==> config.mk <==
export PLATFORM = sky130hd
export DESIGN_NAME = lam_ctrl_flat
export DESIGN_NICKNAME = d
export VERILOG_FILES = /design/src/rtl/lam_pkg.sv /design/src/rtl/lam_ctrl_if.sv /design/src/rtl/lam_align.sv /design/src/rtl/lam_ctrl.sv /design/src/flat_wrapper.sv
export SDC_FILE = /design/constraint.sdc
export NUM_CORES = 1
export LEC_CHECK = 0
export ABC_AREA = 1
export CELL_PAD_IN_SITES_DETAIL_PLACEMENT = 0
export CELL_PAD_IN_SITES_GLOBAL_PLACEMENT = 1
export CORE_UTILIZATION = 34
export CTS_CLUSTER_SIZE = 24
export DETAILED_ROUTE_END_ITERATION = 16
export PLACE_DENSITY_LB_ADDON = 0.1
export SYNTH_ARGS = -nofsm -noshare
export SYNTH_HDL_FRONTEND = slang
export SYNTH_SLANG_ARGS = --single-unit
==> constraint.sdc <==
create_clock -name clk -period 3.34 [get_ports clk]
set_clock_uncertainty 0.2 [all_clocks]
set_input_delay 0.501 -clock clk [delete_from_list [all_inputs] [get_ports clk]]
set_output_delay 0.501 -clock clk [all_outputs]
set_load 0.005 [all_outputs]
==> src/rtl/lam_pkg.sv <==
// Shared definitions for the load/store sequencer: funct3 encodings, command
// field layout, FSM states, error codes and the legality helpers.
package lam_pkg;

    localparam logic [2:0] F3_LB  = 3'b000;
    localparam logic [2:0] F3_LH  = 3'b001;
    localparam logic [2:0] F3_LW  = 3'b010;
    localparam logic [2:0] F3_LBU = 3'b100;
    localparam logic [2:0] F3_LHU = 3'b101;
    localparam logic [2:0] F3_SB  = 3'b000;
    localparam logic [2:0] F3_SH  = 3'b001;
    localparam logic [2:0] F3_SW  = 3'b010;

    localparam int unsigned CTL_STORE_BIT = 8;
    localparam int unsigned CTL_F3_LSB    = 5;
    localparam int unsigned CTL_REG_LSB   = 0;

    typedef enum logic [1:0] {
        S_IDLE,
        S_REQ,
        S_WB,
        S_ERR
    } lam_state_e;

    typedef enum logic [1:0] {
        ERR_NONE     = 2'b00,
        ERR_MISALIGN = 2'b01,
        ERR_FUNCT3   = 2'b10,
        ERR_TIMEOUT  = 2'b11
    } lam_err_e;

    function automatic logic lam_f3_illegal(input logic is_store, input logic [2:0] f3);
        if (is_store) begin
            return (f3 > F3_SW);
        end
        return (f3 == 3'b011) || (f3 == 3'b110) || (f3 == 3'b111);
    endfunction

    // funct3[1:0] encodes access size for both loads and stores.
    function automatic logic lam_misaligned(input logic [2:0] f3, input logic [1:0] off);
        return ((f3[1:0] == 2'b01) && off[0]) || ((f3[1:0] == 2'b10) && (off != 2'b00));
    endfunction

endpackage

==> src/rtl/lam_ctrl_if.sv <==
// Request/ack data-memory port between the sequencer (master) and memory (slave).
interface lam_ctrl_if;

    logic        mem_req;
    logic        mem_we;
    logic [31:0] mem_addr;
    logic [3:0]  mem_be;
    logic [31:0] mem_wdata;
    logic [31:0] mem_rdata;
    logic        mem_ack;

    modport master (
        output mem_req,
        output mem_we,
        output mem_addr,
        output mem_be,
        output mem_wdata,
        input  mem_rdata,
        input  mem_ack
    );

    modport slave (
        input  mem_req,
        input  mem_we,
        input  mem_addr,
        input  mem_be,
        input  mem_wdata,
        output mem_rdata,
        output mem_ack
    );

endinterface

==> src/rtl/lam_align.sv <==
// Combinational byte-lane steering: store enables/data replication and
// load lane selection with sign or zero extension.
module lam_align
    import lam_pkg::*;
(
    input  logic [2:0]  st_funct3_i,
    input  logic [1:0]  st_off_i,
    input  logic [31:0] st_data_i,
    output logic [3:0]  st_be_o,
    output logic [31:0] st_wdata_o,
    input  logic [2:0]  ld_funct3_i,
    input  logic [1:0]  ld_off_i,
    input  logic [31:0] ld_rdata_i,
    output logic [31:0] ld_data_o
);

    logic [31:0] lane;

    always_comb begin
        st_be_o    = '0;
        st_wdata_o = '0;
        case (st_funct3_i)
            F3_SB: begin
                st_be_o    = 4'b0001 << st_off_i;
                st_wdata_o = {4{st_data_i[7:0]}};
            end
            F3_SH: begin
                st_be_o    = 4'b0011 << st_off_i;
                st_wdata_o = {2{st_data_i[15:0]}};
            end
            default: begin
                st_be_o    = '1;
                st_wdata_o = st_data_i;
            end
        endcase
    end

    assign lane = ld_rdata_i >> {ld_off_i, 3'b000};

    always_comb begin
        ld_data_o = ld_rdata_i;
        case (ld_funct3_i)
            F3_LB:   ld_data_o = {{24{lane[7]}}, lane[7:0]};
            F3_LH:   ld_data_o = {{16{lane[15]}}, lane[15:0]};
            F3_LBU:  ld_data_o = {24'h0, lane[7:0]};
            F3_LHU:  ld_data_o = {16'h0, lane[15:0]};
            default: ld_data_o = ld_rdata_i;
        endcase
    end

endmodule

==> src/rtl/lam_ctrl.sv <==
// Load/store sequencer: legality check, request/ack memory access, writeback.
// Optional LAM_TIMEOUT_EN aborts a request that sees no ack for TIMEOUT_CYCLES.
module lam_ctrl
    import lam_pkg::*;
#(
    parameter int unsigned TIMEOUT_CYCLES = 255,
    parameter int unsigned CNT_W          = 8
) (
    input  logic              clk,
    input  logic              rst_n,
    input  logic              lam_new,
    input  logic [8:0]        lam_control,
    input  logic [31:0]       eff_addr,
    input  logic [31:0]       store_data,
    lam_ctrl_if.master        mem,
    output logic              stall,
    output logic              wb_en,
    output logic [4:0]        wb_sel,
    output logic [31:0]       wb_data,
    output logic              lam_err,
    output logic [1:0]        lam_err_code
);

    lam_state_e  state_q, state_d;

    logic        cmd_store_q, cmd_store_d;
    logic [2:0]  cmd_f3_q, cmd_f3_d;
    logic [4:0]  cmd_reg_q, cmd_reg_d;
    logic [1:0]  cmd_off_q, cmd_off_d;

    logic        req_q, req_d;
    logic        we_q, we_d;
    logic [31:0] addr_q, addr_d;
    logic [3:0]  be_q, be_d;
    logic [31:0] wdata_q, wdata_d;

    logic        wb_en_q, wb_en_d;
    logic [4:0]  wb_sel_q, wb_sel_d;
    logic [31:0] wb_data_q, wb_data_d;
    logic        err_q, err_d;
    lam_err_e    err_code_q, err_code_d;

    logic        in_store;
    logic [2:0]  in_f3;
    logic [4:0]  in_reg;
    logic        start;
    logic        tmo_hit;

    logic [3:0]  al_be;
    logic [31:0] al_wdata;
    logic [31:0] al_ld_data;

    assign in_store = lam_control[CTL_STORE_BIT];
    assign in_f3    = lam_control[CTL_F3_LSB +: 3];
    assign in_reg   = lam_control[CTL_REG_LSB +: 5];
    assign start    = (state_q == S_IDLE) && (lam_new || in_store);

    lam_align u_align (
        .st_funct3_i (in_f3),
        .st_off_i    (eff_addr[1:0]),
        .st_data_i   (store_data),
        .st_be_o     (al_be),
        .st_wdata_o  (al_wdata),
        .ld_funct3_i (cmd_f3_q),
        .ld_off_i    (cmd_off_q),
        .ld_rdata_i  (mem.mem_rdata),
        .ld_data_o   (al_ld_data)
    );

`ifdef LAM_TIMEOUT_EN
    logic [CNT_W-1:0] cnt_q, cnt_d;

    // cnt_q counts completed ack-less REQ cycles, so the abort fires in the
    // TIMEOUT_CYCLES-th one unless that same cycle carries the ack.
    assign tmo_hit = (state_q == S_REQ) && !mem.mem_ack &&
                     (cnt_q == CNT_W'(TIMEOUT_CYCLES - 1));

    always_comb begin
        cnt_d = cnt_q;
        if (start) begin
            cnt_d = '0;
        end else if ((state_q == S_REQ) && !mem.mem_ack) begin
            cnt_d = cnt_q + 1'b1;
        end
    end

    always_ff @(posedge clk or negedge rst_n) begin
        if (!rst_n) begin
            cnt_q <= '0;
        end else begin
            cnt_q <= cnt_d;
        end
    end
`else
    logic unused_tmo_cfg;
    assign unused_tmo_cfg = ^{TIMEOUT_CYCLES, CNT_W};
    assign tmo_hit        = 1'b0;
`endif

    always_comb begin
        state_d     = state_q;
        cmd_store_d = cmd_store_q;
        cmd_f3_d    = cmd_f3_q;
        cmd_reg_d   = cmd_reg_q;
        cmd_off_d   = cmd_off_q;
        req_d       = req_q;
        we_d        = we_q;
        addr_d      = addr_q;
        be_d        = be_q;
        wdata_d     = wdata_q;
        wb_en_d     = 1'b0;
        wb_sel_d    = wb_sel_q;
        wb_data_d   = wb_data_q;
        err_d       = 1'b0;
        err_code_d  = ERR_NONE;

        case (state_q)
            S_IDLE: begin
                if (start) begin
                    cmd_store_d = in_store;
                    cmd_f3_d    = in_f3;
                    cmd_reg_d   = in_reg;
                    cmd_off_d   = eff_addr[1:0];
                    if (lam_f3_illegal(in_store, in_f3)) begin
                        state_d    = S_ERR;
                        err_d      = 1'b1;
                        err_code_d = ERR_FUNCT3;
                    end else if (lam_misaligned(in_f3, eff_addr[1:0])) begin
                        state_d    = S_ERR;
                        err_d      = 1'b1;
                        err_code_d = ERR_MISALIGN;
                    end else begin
                        state_d = S_REQ;
                        req_d   = 1'b1;
                        we_d    = in_store;
                        addr_d  = {eff_addr[31:2], 2'b00};
                        be_d    = in_store ? al_be : 4'b1111;
                        wdata_d = al_wdata;
                    end
                end
            end
            S_REQ: begin
                if (mem.mem_ack) begin
                    req_d = 1'b0;
                    if (cmd_store_q) begin
                        state_d = S_IDLE;
                    end else begin
                        state_d   = S_WB;
                        wb_en_d   = (cmd_reg_q != 5'd0);
                        wb_sel_d  = cmd_reg_q;
                        wb_data_d = al_ld_data;
                    end
                end else if (tmo_hit) begin
                    req_d      = 1'b0;
                    state_d    = S_ERR;
                    err_d      = 1'b1;
                    err_code_d = ERR_TIMEOUT;
                end
            end
            S_WB:    state_d = S_IDLE;
            S_ERR:   state_d = S_IDLE;
            default: state_d = S_IDLE;
        endcase
    end

    always_ff @(posedge clk or negedge rst_n) begin
        if (!rst_n) begin
            state_q     <= S_IDLE;
            cmd_store_q <= 1'b0;
            cmd_f3_q    <= '0;
            cmd_reg_q   <= '0;
            cmd_off_q   <= '0;
            req_q       <= 1'b0;
            we_q        <= 1'b0;
            addr_q      <= '0;
            be_q        <= '0;
            wdata_q     <= '0;
            wb_en_q     <= 1'b0;
            wb_sel_q    <= '0;
            wb_data_q   <= '0;
            err_q       <= 1'b0;
            err_code_q  <= ERR_NONE;
        end else begin
            state_q     <= state_d;
            cmd_store_q <= cmd_store_d;
            cmd_f3_q    <= cmd_f3_d;
            cmd_reg_q   <= cmd_reg_d;
            cmd_off_q   <= cmd_off_d;
            req_q       <= req_d;
            we_q        <= we_d;
            addr_q      <= addr_d;
            be_q        <= be_d;
            wdata_q     <= wdata_d;
            wb_en_q     <= wb_en_d;
            wb_sel_q    <= wb_sel_d;
            wb_data_q   <= wb_data_d;
            err_q       <= err_d;
            err_code_q  <= err_code_d;
        end
    end

    // A store releases upstream in its ack cycle; a load holds until WB.
    assign stall = start || ((state_q == S_REQ) && !(mem.mem_ack && cmd_store_q));

    assign mem.mem_req   = req_q;
    assign mem.mem_we    = we_q;
    assign mem.mem_addr  = addr_q;
    assign mem.mem_be    = be_q;
    assign mem.mem_wdata = wdata_q;

    assign wb_en        = wb_en_q;
    assign wb_sel       = wb_sel_q;
    assign wb_data      = wb_data_q;
    assign lam_err      = err_q;
    assign lam_err_code = err_code_q;

endmodule
==> src/flat_wrapper.sv <==
// flat-port wrapper written by rule: the top's interface ports become plain ports
module lam_ctrl_flat import lam_pkg::*;
#(
    parameter int unsigned TIMEOUT_CYCLES = 255,
    parameter int unsigned CNT_W          = 8
)
  (clk, rst_n, lam_new, lam_control, eff_addr, store_data, stall, wb_en, wb_sel, wb_data, lam_err, lam_err_code, mem_mem_req, mem_mem_we, mem_mem_addr, mem_mem_be, mem_mem_wdata, mem_mem_rdata, mem_mem_ack);
  lam_ctrl_if mem_i ();
  input  logic clk;
  input  logic rst_n;
  input  logic lam_new;
  input  logic [8:0] lam_control;
  input  logic [31:0] eff_addr;
  input  logic [31:0] store_data;
  output logic stall;
  output logic wb_en;
  output logic [4:0] wb_sel;
  output logic [31:0] wb_data;
  output logic lam_err;
  output logic [1:0] lam_err_code;
  output wire logic [$bits(mem_i.mem_req)-1:0] mem_mem_req;
  output wire logic [$bits(mem_i.mem_we)-1:0] mem_mem_we;
  output wire logic [$bits(mem_i.mem_addr)-1:0] mem_mem_addr;
  output wire logic [$bits(mem_i.mem_be)-1:0] mem_mem_be;
  output wire logic [$bits(mem_i.mem_wdata)-1:0] mem_mem_wdata;
  input wire logic [$bits(mem_i.mem_rdata)-1:0] mem_mem_rdata;
  input wire logic [$bits(mem_i.mem_ack)-1:0] mem_mem_ack;
  assign mem_mem_req = mem_i.mem_req;
  assign mem_mem_we = mem_i.mem_we;
  assign mem_mem_addr = mem_i.mem_addr;
  assign mem_mem_be = mem_i.mem_be;
  assign mem_mem_wdata = mem_i.mem_wdata;
  assign mem_i.mem_rdata = mem_mem_rdata;
  assign mem_i.mem_ack = mem_mem_ack;
  lam_ctrl #(.TIMEOUT_CYCLES(TIMEOUT_CYCLES), .CNT_W(CNT_W)) u_core (.clk(clk), .rst_n(rst_n), .lam_new(lam_new), .lam_control(lam_control), .eff_addr(eff_addr), .store_data(store_data), .mem(mem_i), .stall(stall), .wb_en(wb_en), .wb_sel(wb_sel), .wb_data(wb_data), .lam_err(lam_err), .lam_err_code(lam_err_code));
endmodule
==> results.txt, run 1 <==
----------------------------------------------------
[Clock network]
  CTS clk-pin slew, worst paths ... 60 ps
  Total CTS buffers ... 17
  TritonCTS clock tree ... yes
  Root buf cell ... clkbuf_16
  Number of H-tree branching levels ... 4
  Number of clock sinks seen by CTS ... around 120
  Max Buffers Root-to-Sink ... 2
  Worst skew pair latency ... 420 ps

[Routing]
  Number of detailed-routing iterations run before antenna repair ... 5
  Routed len/inst ... 13.7 µm
  Routed vias ... between 5000 and 6000
  DR vias/cell ... approximately 4.4
  Detail Route Antenna Nets ... 0
  Total wire length ... between 15 and 20 mm
  DRC violations left ... 0
  Detailed router's first-iteration violation count ... between 200 and 300

[Final layout]
  Final-layout fill cell count ... 1742
  Antenna diode count ... 0
  Leading cell type in the layout, fill and taps excluded ... nand2_1
  Top library cells by usage in the layout, fill and taps aside ... nand2_1, clkdlybuf4s50_1, dfrtp_1, inv_1, o21ai_0
  Area taken by multi-input logic gates ... roughly 0.0024 mm²
  Register Area ... ~0.0031 mm²
  Number of nets in the final layout ... ~1100
  Synth-to-layout area growth ... 50.8%
  Fraction of layout cells with a size suffix above 1 ... about 7%

[Place]
  Placer's final routability congestion estimate ... roughly 0.86
  Post-placement worst setup slack ... 526 ps
  Count of buffers from port buffering ... roughly 220
  Placed wire-length estimate ... ~13 mm

[Floorplan]
  Row cnt ... between 40 and 50
  Number of top-level design ports ... 221
  Initial Util ... a little over a third
  X dimension of the die ... 135 µm
  Core Box Area ... roughly 0.017 mm²
  Overall die height ... approximately 130 µm
  Die footprint ... 0.0182 mm²

[Worst setup path]
  Dominant delay contributor by cell family on the critical path ... buffers and inverters
  Buffers and inverters on the worst path ... 3
  Crit-path max FO ... 5
  CP max stage delay ... 600 ps
  Endpoint class of the critical path ... output pin
  Startpoint type of the worst setup path ... input pin
  Worst setup path class ... in2out
  Worst endpoint required time ... 2640 ps
  Data arrival at the endpoint of the critical path ... 2100 ps
  Sequence of cells on the critical path ... clkdlybuf4s50_1, nor2_1, nor2_4, inv_1, nand3_1, clkdlybuf4s50_1
  Cell with the largest stage delay on the worst path ... clkdlybuf4s50_1
  Most used cell along the critical path ... clkdlybuf4s50_1

[GRT]
  Maximum number of pins on one net before global-route repair ... 58
  Remaining global-route overflow ... 0
  GRT Util Overall ... 20.1%
  Global-route wire length before repair ... between 20 and 30 mm
  Initial antenna violation count ... 0
  Number of global-route vias before repair ... ~5600

[Timing]
  Post-route clock period utilization ... 83.9%
  Worst rel slew slack ... approximately two fifths
  Maximum clock frequency ... around 360 MHz
  Hold violation total from the final report ... 0
  Final critical delay including setup and external delays ... 2800 ps
  Slew Viols, Final ... 0
  Setup TNS ... 0 ps
  Pin slew with the least headroom to its limit ... ~900 ps
  Unrepaired setup endpoints after global routing ... no
  Worst setup margin ... about 540 ps
  Setup violation total in the final timing report ... 0
  Worst hold slack across all endpoints ... approximately 270 ps

[Synth]
  Avg Synthesized Cell Area ... 7.22 µm²
  Area of the mapped netlist ... around 0.006 mm²
  Total number of yosys warnings ... 0
  Synth Instances ... just over 800
  Library cells used by synthesis ... 23
  Sequential fraction of the synthesis area ... about half
  Register bit total from synthesis ... approximately 120

[Min path]
  Classification of the worst-slack hold path ... reg2reg

[Power and ir drop]
  Power density over the cells ... between 800 and 900 mW/mm²
  Static Leak ... between 4 and 5 nW
  IR drop worst, VDD ... between 0.4 and 0.5 mV

[Job]
  Max-cap violation count ... 0

[Status]
  Result of the run ... complete, no violations

----------------------------------------------------
## cell families after synthesis
| logic type | Yosys count | synth area share, % |
|---|---|---|
| AOI/OAI and AO/OA | 84 | 7.00 |
| buffers and inverters | 133 | 9.19 |
| DFF | 122 | 50.9 |
| other | 1 | 0.0625 |
| and+or+nand+nor | 491 | 32.9 |
## worst min-delay path, stage by stage, from the launching register on
cell,delay (ps)
dfrtp_1,340
nand2_1,50
nand2_1,40
## Yosys cell counts
cell type,number,area [µm²]
or2_2,16,100
nand4_1,2,12.5
dfrtp_1,122,3050
buf_4,6,45.0
nand2_2,3,18.8
nor2_2,1,6.26
nand2_1,383,1440
clkinv_1,1,3.75
nand3_2,1,10.0
nor3_1,2,10.0
nor2_1,40,150
nor2_4,2,22.5
nand3_1,41,205
buf_1,4,15.0
o21ai_0,42,210
inv_1,87,327
conb_1,1,3.75
buf_2,18,90.1
clkbuf_1,12,45.0
a21oi_1,33,165
o21ai_1,9,45.0
inv_2,4,15.0
buf_6,1,11.3
## flip-flops by register name (all words and copies together), names as in the netlist
| name | flops |
|---|---|
| u_core.lam_err | 1 |
| u_core.lam_err_code | 2 |
| u_core.mem.mem_addr | 30 |
| u_core.state_q | 2 |
| u_core.mem.mem_we | 1 |
| u_core.mem.mem_be | 4 |
| u_core.mem.mem_wdata | 32 |
| u_core.cmd_store_q | 1 |
| u_core.mem.mem_req | 1 |
| u_core.cmd_reg_q | 5 |
| u_core.wb_data | 32 |
| u_core.wb_sel | 5 |
| u_core.cmd_off_q | 2 |
| u_core.wb_en | 1 |
| u_core.cmd_f3_q | 3 |
## path summary, 6_finish.rpt
path,cells past startpoint,endpoint,from,slack (ps)
max in group asynchronous,3,u_core.wb_data[16],rst_n,1760
min in group asynchronous,2,u_core.wb_data[3],rst_n,440
setup / recovery,6,stall,lam_control[8],540
setup reg to reg,7,u_core.wb_data[25],u_core.cmd_off_q[0],1020
hold reg to reg,2,u_core.mem.mem_wdata[18],u_core.mem.mem_wdata[18],270
hold / removal,2,u_core.mem.mem_wdata[18],u_core.mem.mem_wdata[18],270
## layer usage
layer  track usage, %  vias up  share of wire, %
met1             24.2     2535                44
met5                0        -                 0
met2             33.2      145                47
li1                 -     2933                 -
met3             7.55       21               7.4
met4             6.62        0               1.5
## what timing repair did
action	CTS	global route
hold buffers	1	0
setup buffers	0	0
endpoints found under the hold margin	42	0
resized for setup	0	0
## layout make-up
type / count / share of cell area (%)
Clock inverter: 13 / 2.38
Timing Repair Buffer: 230 / 25.4
Inverter: 92 / 3.82
Clock buffer: 19 / 5.00
Sequential cell: 122 / 33.7
Multi-Input combinational cell: 577 / 26.6
Tap cell: 225 / 3.11
## through the flow
step	total power [mW]	instances	area, µm²	util, %
CTS	8.03	1278	9050	52.3
finish	7.92	1278	9050	52.3
detailed placement	5.90	1245	8370	48.4
global placement	5.88	1245	8370	48.4
floorplan	4.10	832	6010	-
global route	8.50	1278	9050	52.3
## report_power, final
| part | switching (mW) | internal, mW | total (mW) |
|---|---|---|---|
| Sequential | 0.449 | 2.15 | 2.60 |
| Combinational | 1.50 | 1.73 | 3.23 |
| Clock | 0.709 | 1.37 | 2.08 |
| Total | 2.65 | 5.26 | 7.92 |
Power figures use the tool's default switching activity.
==> run 2, diff against run 1 <==
--- a/config.mk
+++ b/config.mk
@@ -8,7 +8,7 @@
 export ABC_AREA = 1
 export CELL_PAD_IN_SITES_DETAIL_PLACEMENT = 0
 export CELL_PAD_IN_SITES_GLOBAL_PLACEMENT = 1
-export CORE_UTILIZATION = 34
+export CORE_UTILIZATION = 31
 export CTS_CLUSTER_SIZE = 24
 export DETAILED_ROUTE_END_ITERATION = 16
 export PLACE_DENSITY_LB_ADDON = 0.1
==> constraint.sdc (replaced) <==
create_clock -name clk -period 2.8 [get_ports clk]
set_clock_uncertainty 0.2 [all_clocks]
set_input_delay 0.42 -clock clk [delete_from_list [all_inputs] [get_ports clk]]
set_output_delay 0.42 -clock clk [all_outputs]
set_load 0.005 [all_outputs]
==> results.txt, run 2 (synthesis gave the netlist of run 1 again) <==
----------------------------------------------------
[Timing]
  Hold violation total from the final report ... 0
  Post-route clock period utilization ... 87.1%
  Pin slew with the least headroom to its limit ... 774 ps
  Setup TNS ... 0 ps
  Worst rel slew slack ... roughly half
  Unrepaired setup endpoints after global routing ... no
  Maximum clock frequency ... 410 MHz
  Final critical delay including setup and external delays ... ~2400 ps
  Setup violation total in the final timing report ... 0
  Worst setup margin ... 361 ps
  Worst hold slack across all endpoints ... roughly 270 ps
  Slew Viols, Final ... 0

[GRT]
  Number of global-route vias before repair ... 5870
  Remaining global-route overflow ... 0
  Initial antenna violation count ... 0
  Global-route wire length before repair ... 29.6 mm
  GRT Util Overall ... between 10% and 20%
  Maximum number of pins on one net before global-route repair ... 64

[Final layout]
  Fraction of layout cells with a size suffix above 1 ... between 6 and 7%
  Antenna diode count ... 0
  Top library cells by usage in the layout, fill and taps aside ... nand2_1, clkdlybuf4s50_1, dfrtp_1, inv_1, o21ai_0
  Number of nets in the final layout ... between 1000 and 1500
  Summed area of non-filler cells in the final layout ... between 0.009 and 0.01 mm²
  Synth-to-layout area growth ... 50.2%
  Leading cell type in the layout, fill and taps excluded ... nand2_1
  Final core occ ... between 40 and 50%

[Power and ir drop]
  Combinational group share of total power ... a little over two fifths
  Static Leak ... approximately 4.6 nW
  IR drop worst, VDD ... 0.526 mV
  Power density over the cells ... just over 1000 mW/mm²
  Clock network fraction of total power ... between 20% and 30%
  Net Switching ... between 3 and 4 mW
  Internal power consumption ... about 5.9 mW
  Proportion of total power due to net switching ... 34.7%
  Share of total power in sequential cells ... about a third

[Floorplan]
  Number of top-level design ports ... between 200 and 250
  Row cnt ... 50
  Die footprint ... ~0.02 mm²
  Initial Util ... between 30% and 40%
  X dimension of the die ... approximately 140 µm
  Overall die height ... about 140 µm
  Core Box Area ... 0.0188 mm²

[Routing]
  Number of detailed-routing iterations run before antenna repair ... 6
  Detail Route Antenna Nets ... 0
  Routed vias ... 5659
  Routed len/inst ... about 14 µm
  Total wire length ... between 15 and 20 mm
  DR vias/cell ... ~4.3
  DRC violations left ... 0
  Detailed router's first-iteration violation count ... between 200 and 300

[Worst setup path]
  Worst setup path class ... in2out
  Depth of the most critical reg-to-reg path ... 10
  R2R Path Start ... u_core.state_q[1]
  Startpoint type of the worst setup path ... input pin
  Crit-path max FO ... 5
  Endpoint class of the critical path ... output pin
  R2r endpoint ... u_core.mem.mem_be[3]
  Worst-case register-to-register setup slack ... 800 ps
  Data arrival at the endpoint of the critical path ... about 1800 ps
  Worst endpoint required time ... approximately 2200 ps

[Clock network]
  Number of clock sinks seen by CTS ... roughly 120
  Number of H-tree branching levels ... 4
  CTS clk-pin slew, worst paths ... 60 ps
  Total CTS buffers ... 17
  Hold Buf Count CTS ... 1
  Worst skew pair latency ... 410 ps
  Root buf cell ... clkbuf_16
  Post-CTS Resized ... 0
  Post-CTS setup buffers ... 0
  Max Buffers Root-to-Sink ... 2
  TritonCTS clock tree ... yes

[Place]
  Placed Area ... between 0.008 and 0.009 mm²
  Placed wire-length estimate ... between 10 and 15 mm
  Placer's final routability congestion estimate ... between 0.7 and 0.8
  Count of buffers from port buffering ... 218
  Post-placement worst setup slack ... approximately 300 ps

[Min path]
  Hold Crit Endpoint ... u_core.mem.mem_addr[26]
  Cell depth of the worst min-delay path ... 2
  Classification of the worst-slack hold path ... reg2reg
  Startpoint of the lowest-slack hold path ... u_core.mem.mem_addr[26]

[Status]
  Result of the run ... complete, no violations

[Job]
  Max-cap violation count ... 0

----------------------------------------------------
run 2: changes by cell type in the layout (fill, tap and decap cells not counted):
cell and delta:
clkinv_2 +1, buf_12 +1, clkinv_4 +1, clkbuf_1 +1
buf_4 -1, clkinvlp_4 +1, bufinv_16 -4
run 2: power groups by stage:
stage,sequential (mW),clock [mW],combinational [mW]
4_1_cts,3.03,2.18,4.04
2_1_floorplan,3.03,0,1.85
5_1_grt,3.12,2.27,4.46
3_5_place_dp,3.03,0,4.02
6_report,3.01,2.12,3.95
3_3_place_gp,3.03,0,4.01
run 2: how the worst max path moves through the flow:
stage	from	end	slack, ps
3_5_place_dp	lam_control[8]	u_core.mem.mem_be[3]	300
6_report	lam_control[8]	stall	360
4_1_cts	lam_control[8]	stall	350
5_1_grt	lam_control[8]	stall	280
3_3_place_gp	lam_control[8]	u_core.mem.mem_be[1]	340
2_1_floorplan	u_core.cmd_off_q[0]	u_core.wb_data[21]	1200
run 2: area by class of cell:
cell class / instances / area (µm²)
multi-input combinational: 577 / 2410
tap: 260 / 325
timing repair buffer: 230 / 2310
clock buffer: 20 / 457
sequential: 122 / 3050
fill: 1899 / 9820
inverter: 92 / 345
clock inverter: 12 / 116
run 2: stage by stage:
step,cells,power (mW)
2_1_floorplan,832,4.89
3_3_place_gp,1280,7.04
3_5_place_dp,1280,7.06
4_1_cts,1313,9.25
5_1_grt,1313,9.85
6_report,1313,9.08
run 2: worst max-delay path: stages:
cell	delay (ps)
clkdlybuf4s50_1	440
nor2_1	230
nor2_4	60
inv_1	110
nand3_1	90
clkdlybuf4s50_1	480
run 2: per-layer routing:
layer  GRT usage, %  up-vias  part of all wire, %
li1               -     2942                    -
met1           23.4     2578                   44
met2           32.4      130                   48
met3           6.83        9                  7.0
met4           4.81        0                 0.74
met5              0        -                    0
